## src/rtl/pulse_train_gen_if.sv

```systemverilog
// Control/status bundle for pulse_train_gen: train request and length controls in,
// serial pulse output and progress status out.
interface pulse_train_gen_if #(
    parameter int unsigned LEN_W = 8,
    parameter int unsigned NUM_W = 8
);
    logic             start;
    logic             abort;
    logic [LEN_W-1:0] high_len;
    logic [LEN_W-1:0] low_len;
    logic [NUM_W-1:0] num_pulses;
    logic             z;
    logic             busy;
    logic             done;
    logic [NUM_W-1:0] pulses_sent;

    modport master (
        output start, abort, high_len, low_len, num_pulses,
        input  z, busy, done, pulses_sent
    );

    modport slave (
        input  start, abort, high_len, low_len, num_pulses,
        output z, busy, done, pulses_sent
    );
endinterface

```

## src/rtl/pulse_train_gen.sv

```systemverilog
// Programmable pulse-train generator: num_pulses periods of high_len cycles high then
// low_len cycles low on z, followed by a one-cycle done strobe. All outputs are flops.
module pulse_train_gen #(
    parameter int unsigned LEN_W = 8,
    parameter int unsigned NUM_W = 8
) (
    input logic              clk,
    input logic              reset,
    pulse_train_gen_if.slave bus
);

    typedef enum logic [1:0] {StIdle, StHigh, StLow, StDone} state_e;

    state_e           state_q, state_d;
    logic [LEN_W-1:0] cnt_q, cnt_d;
    logic [LEN_W-1:0] hl_q, hl_d;
    logic [LEN_W-1:0] ll_q, ll_d;
    logic [NUM_W-1:0] n_q, n_d;
    logic [NUM_W-1:0] sent_q, sent_d;
    logic             z_q, z_d;
    logic             busy_q, busy_d;
    logic             done_q, done_d;

    // Zero-length phases are stretched to one cycle so every period has an edge.
    logic [LEN_W-1:0] hl_eff, ll_eff;
    logic [NUM_W-1:0] sent_inc;

    assign hl_eff   = (bus.high_len == '0) ? LEN_W'(1) : bus.high_len;
    assign ll_eff   = (bus.low_len == '0) ? LEN_W'(1) : bus.low_len;
    assign sent_inc = sent_q + NUM_W'(1);

    always_ff @(posedge clk or negedge reset) begin
        if (!reset) begin
            state_q <= StIdle;
            cnt_q   <= '0;
            hl_q    <= '0;
            ll_q    <= '0;
            n_q     <= '0;
            sent_q  <= '0;
            z_q     <= 1'b0;
            busy_q  <= 1'b0;
            done_q  <= 1'b0;
        end else begin
            state_q <= state_d;
            cnt_q   <= cnt_d;
            hl_q    <= hl_d;
            ll_q    <= ll_d;
            n_q     <= n_d;
            sent_q  <= sent_d;
            z_q     <= z_d;
            busy_q  <= busy_d;
            done_q  <= done_d;
        end
    end

    always_comb begin
        state_d = state_q;
        cnt_d   = cnt_q;
        hl_d    = hl_q;
        ll_d    = ll_q;
        n_d     = n_q;
        sent_d  = sent_q;
        z_d     = z_q;
        busy_d  = busy_q;
        done_d  = 1'b0;

        unique case (state_q)
            StIdle: begin
                // abort has priority over a simultaneous start
                if (bus.start && !bus.abort) begin
                    sent_d = '0;
                    if (bus.num_pulses == '0) begin
                        state_d = StDone;
                        done_d  = 1'b1;
                    end else begin
                        hl_d    = hl_eff;
                        ll_d    = ll_eff;
                        n_d     = bus.num_pulses;
                        cnt_d   = hl_eff - LEN_W'(1);
                        state_d = StHigh;
                        z_d     = 1'b1;
                        busy_d  = 1'b1;
                    end
                end
            end
            StHigh: begin
                if (bus.abort) begin
                    state_d = StIdle;
                    z_d     = 1'b0;
                    busy_d  = 1'b0;
                end else if (cnt_q != '0) begin
                    cnt_d = cnt_q - LEN_W'(1);
                end else begin
                    state_d = StLow;
                    z_d     = 1'b0;
                    cnt_d   = ll_q - LEN_W'(1);
                end
            end
            StLow: begin
                if (bus.abort) begin
                    state_d = StIdle;
                    z_d     = 1'b0;
                    busy_d  = 1'b0;
                end else if (cnt_q != '0) begin
                    cnt_d = cnt_q - LEN_W'(1);
                end else begin
                    sent_d = sent_inc;
                    if (sent_inc == n_q) begin
                        state_d = StDone;
                        busy_d  = 1'b0;
                        done_d  = 1'b1;
                    end else begin
                        state_d = StHigh;
                        z_d     = 1'b1;
                        cnt_d   = hl_q - LEN_W'(1);
                    end
                end
            end
            StDone: begin
                state_d = StIdle;
            end
            default: begin
                state_d = StIdle;
                z_d     = 1'b0;
                busy_d  = 1'b0;
            end
        endcase
    end

    assign bus.z           = z_q;
    assign bus.busy        = busy_q;
    assign bus.done        = done_q;
    assign bus.pulses_sent = sent_q;

endmodule

```

## src/flat_wrapper.sv

```systemverilog
// flat-port wrapper written by rule: the top's interface ports become plain ports
module pulse_train_gen_flat 
#(
    parameter int unsigned LEN_W = 8,
    parameter int unsigned NUM_W = 8
)
  (clk, reset, bus_start, bus_abort, bus_high_len, bus_low_len, bus_num_pulses, bus_z, bus_busy, bus_done, bus_pulses_sent);
  pulse_train_gen_if #(.LEN_W(LEN_W), .NUM_W(NUM_W)) bus_i ();
  input logic clk;
  input logic reset;
  input wire logic [$bits(bus_i.start)-1:0] bus_start;
  input wire logic [$bits(bus_i.abort)-1:0] bus_abort;
  input wire logic [$bits(bus_i.high_len)-1:0] bus_high_len;
  input wire logic [$bits(bus_i.low_len)-1:0] bus_low_len;
  input wire logic [$bits(bus_i.num_pulses)-1:0] bus_num_pulses;
  output wire logic [$bits(bus_i.z)-1:0] bus_z;
  output wire logic [$bits(bus_i.busy)-1:0] bus_busy;
  output wire logic [$bits(bus_i.done)-1:0] bus_done;
  output wire logic [$bits(bus_i.pulses_sent)-1:0] bus_pulses_sent;
  assign bus_i.start = bus_start;
  assign bus_i.abort = bus_abort;
  assign bus_i.high_len = bus_high_len;
  assign bus_i.low_len = bus_low_len;
  assign bus_i.num_pulses = bus_num_pulses;
  assign bus_z = bus_i.z;
  assign bus_busy = bus_i.busy;
  assign bus_done = bus_i.done;
  assign bus_pulses_sent = bus_i.pulses_sent;
  pulse_train_gen #(.LEN_W(LEN_W), .NUM_W(NUM_W)) u_core (.clk(clk), .reset(reset), .bus(bus_i));
endmodule
```

## config.mk

```make
export PLATFORM = sky130hd
export DESIGN_NAME = pulse_train_gen_flat
export DESIGN_NICKNAME = d
export VERILOG_FILES = /design/src/rtl/pulse_train_gen_if.sv /design/src/rtl/pulse_train_gen.sv /design/src/flat_wrapper.sv
export SDC_FILE = /design/constraint.sdc
export NUM_CORES = 1
export LEC_CHECK = 0
export BUFFER_PORTS_ARGS = -buffer_cell sky130_fd_sc_hd__buf_2
export CAP_MARGIN = 20
export CORE_UTILIZATION = 43
export DETAILED_ROUTE_END_ITERATION = 12
export PLACE_DENSITY = 0.74
export SLEW_MARGIN = 10
export SYNTH_ARGS = -nofsm -noshare
export SYNTH_HDL_FRONTEND = slang
export SYNTH_SLANG_ARGS = --single-unit
```

## constraint.sdc

```tcl
create_clock -name clk -period 2.65 [get_ports clk]
set_clock_uncertainty 0.15 [all_clocks]
set_input_delay 0.265 -clock clk [delete_from_list [all_inputs] [get_ports clk]]
set_output_delay 0.265 -clock clk [all_outputs]
set_load 0.02 [all_outputs]
```

==> impl_metrics.csv <==
group,metric,value,unit
layout,diodes,0,
synthesis,synthTopCellsByArea,"dfrtp_1 37%, mux2_2 10%, ha_1 4.2%",
floorplan,io-pin-count,39,
drt,wire_per_inst,15.4,um
floorplan,rows,30,
global_routing,grt_pass1_vias,2409,
synthesis,synth_area_per_cell,9.79,um^2
synthesis,yosys.area.top_type,"dfrtp_1",
layout,fin_nets,386,
timing,hold_viol,0,
pwr,total_power,0.00352,W
synthesis,syn_inst,307,
floorplan,dieArea,7320,um^2
placed_design,portBuffers,38,
floorplan,initial_core_util,0.445,
worst_setup_path,worstPathRequired,2.69,ns
floorplan,coreArea,6760,um^2
synthesis,synth_edf_count,0,
drt,antenna_left,0,
floorplan,die_w,85.6,um
min_path,hold_class,"in2reg",
worst_setup_path,critPathMaxFanout,8,
timing,slew_violations,0,
layout,layout.cells.non_filler,429,
timing,slew_headroom,0.605,
placed_design,pre_cts_ws,0.0975,ns
global_routing,grt.overflow.total,0,
worst_setup_path,path_delay_family,"compound AO/OA/AOI/OAI gates",
placed_design,gp_congestion,0.831,
placed_design,post-dp-hpwl,4.88,mm
timing,layout_setup_ws,0.197,ns
timing,period_needed,2.45,ns
synthesis,netlist.area_leader.share,0.375,
global_routing,grt_max_degree,46,
clock_network,clk_pin_slew,0.09,ns
timing,finalSetupTns,0,ns
worst_setup_path,slowest_stage,"a311oi_4",
worst_setup_path,path_class,"reg2reg",
run_status,status,"complete, no violations",
global_routing,track_usage,0.193,
global_routing,grt_pass1_wl,11.4,mm
pwr,leakage,1.48,nW
drt,viasPerCell,5.80,
worst_setup_path,cp_data_arrival_time,2.50,ns
synthesis,ys_ff_latch,45,
placed_design,place_inst,420,
clock_network,cts_buffer_depth,2,
clock_network,clk_root_buffer_cell,"clkbuf_8",
clock_network,cts_buffers,5,
synthesis,ys_types,53,
layout,nFillCells,634,
drt,drt_pass1_iterations,4,
worst_setup_path,slowest_delay,0.55,ns
worst_setup_path,start_kind,"flop",
synthesis,synthArstFlopShare,1.00,
synthesis,ys.flop_type,"dfrtp_1",
layout,drive_above_1_share,0.264,
drt,wirelength,6.62,mm
floorplan,die_h,85.6,um
clock_network,clkLatencyLatePin,0.31,ns
timing,worst_pin_slew,0.592,ns
global_routing,antenna_found_initial,0,
synthesis,netlist_area,3000,um^2
drt,vias,2487,
worst_setup_path,crit_chain,"inv_1, ha_1, inv_1, nor2_1, nor2_1, nand2_1, a311oi_4, mux2_2",
clock_network,clock_sinks,45,
synthesis,synthesis.nets,345,
pwr,power_density,1030,nW/um^2
timing,setup_viol,0,
run,drv_cap,0,
timing,period_share,0.926,
timing,max_freq,408,MHz
drt,drt_iter0_drc,149,
drt,drcViolationCount,0,
worst_setup_path,cp.buffers_inverters,2,
clock_network,htree_levels,2,
layout,syn2layout_area_growth,13.7,%
worst_setup_path,setup.worst_path.end_class,"flop",
layout,stdcell_area,3420,um^2
clock_network,cts_tree,"yes",
synthesis,synth_warnings,0,
synthesis,yosysSeqAreaShare,0.375,
placed_design,placed_area,3300,um^2
clock_network,cts_setup_buffers,0,
pwr,ir_worst_vdd,0.000481,V
timing,grt_setup_unrepaired,"no",
## flip-flops by register name, indices dropped and copies added, names as in the netlist
register and count:
u_core.bus.pulses_sent 8, u_core.cnt_q 8, u_core.hl_q 8, u_core.ll_q 8
u_core.n_q 8, u_core.state_q 2, u_core.bus.busy 1, u_core.bus.done 1
u_core.bus.z 1
## kinds of logic (layout without fill, tap and decap cells)
family | count (synthesis) | after routing | share of synthesized area
compound gates | 70 | 70 | 0.167
fa+ha+maj | 10 | 10 | 0.0416
simple gates | 94 | 94 | 0.171
flops | 45 | 45 | 0.375
xor+xnor | 27 | 27 | 0.0912
mux | 31 | 31 | 0.115
buf+inv | 30 | 72 | 0.0396
## through the flow
stage          hold WS [ns]  utilization
2_1_floorplan        -0.181            -
3_3_place_gp          0.241        0.489
3_5_place_dp          0.243        0.489
4_1_cts              0.0398        0.504
5_1_grt              0.0478        0.506
6_report             0.0461        0.506
## layout by cell type (no fill, tap or decap), drive strengths merged, types with 6 or more instances in the layout
cell type,count
xnor2,13
nor4,6
o21ai,21
nand2,18
a21oi,9
mux2,27
nor2,27
inv,17
o31ai,6
dfrtp,45
or4,9
nor3,7
xor2,12
ha,10
buf,47
## final cells by class
cell class / count / area, um^2 / area share
multi-input cells: 232 / 1770 / 0.519
flip-flops and latches: 45 / 1130 / 0.330
repair buffers: 48 / 268 / 0.0784
well taps: 80 / 100 / 0.0293
clock buffers: 5 / 68.8 / 0.0201
inverters: 16 / 60.1 / 0.0176
clock inverters: 3 / 21.3 / 0.00622
## worst register-to-register path: stages, from the launching register on
cell and delay [ns]:
dfrtp_1 0.43, inv_1 0.09, ha_1 0.29, inv_1 0.14, nor2_1 0.09, nor2_1 0.09
nand2_1 0.09, a311oi_4 0.55, mux2_2 0.41
## final timing paths
kind / startpoint / depth (start not counted) / slack, ns / end
max reg2reg: u_core.state_q[0]$_DFFE_PN0P_ / 8 / 0.20 / u_core.cnt_q[4]$_DFFE_PN0P_
max in group asynchronous: reset / 3 / 1.52 / u_core.n_q[6]$_DFFE_PN0P_
min reg2reg: u_core.bus.pulses_sent[7]$_DFFE_PN0P_ / 1 / 0.39 / u_core.bus.pulses_sent[7]$_DFFE_PN0P_
min in group asynchronous: reset / 3 / 0.42 / u_core.cnt_q[5]$_DFFE_PN0P_
min: bus_num_pulses[2] / 2 / 0.05 / u_core.n_q[2]$_DFFE_PN0P_
max: u_core.state_q[0]$_DFFE_PN0P_ / 8 / 0.20 / u_core.cnt_q[4]$_DFFE_PN0P_
## power by group
group / leakage (nW) / switching, W / internal (W)
Combinational: 0.874 / 0.000894 / 0.000890
Clock: 0.0445 / 0.000252 / 0.000187
Sequential: 0.557 / 0.000324 / 0.000972
## per-layer routing
layer | track usage | up-vias | wire length [um]
li1 | - | 1207 | -
met3 | 0.0346 | 7 | 280
met1 | 0.261 | 1205 | 3150
met2 | 0.316 | 68 | 3130
met4 | 0.0621 | 0 | 58
met5 | 0 | - | 0
## repair_timing
item	CTS	global route
hold buffers	1	0
endpoints found under the hold margin	45	0
endpoints found under the setup margin	0	7
resized for setup	0	3
## synth_stat cells (3+ instances only)
master	count
mux2_2	27
o21ai_0	21
o211ai_1	4
o31a_1	5
mux2i_1	4
xor2_1	12
xnor2_1	12
nand3_1	3
nand2b_1	5
clkbuf_1	10
dfrtp_1	45
ha_1	10
nor3b_1	4
a22oi_1	3
nor4_1	5
o221ai_1	3
o31ai_1	6
or4_1	9
nor2_1	27
or3_1	5
nor3_1	7
inv_1	16
nand2_1	17
a21oi_1	9
(Power assumes the default switching activity.)
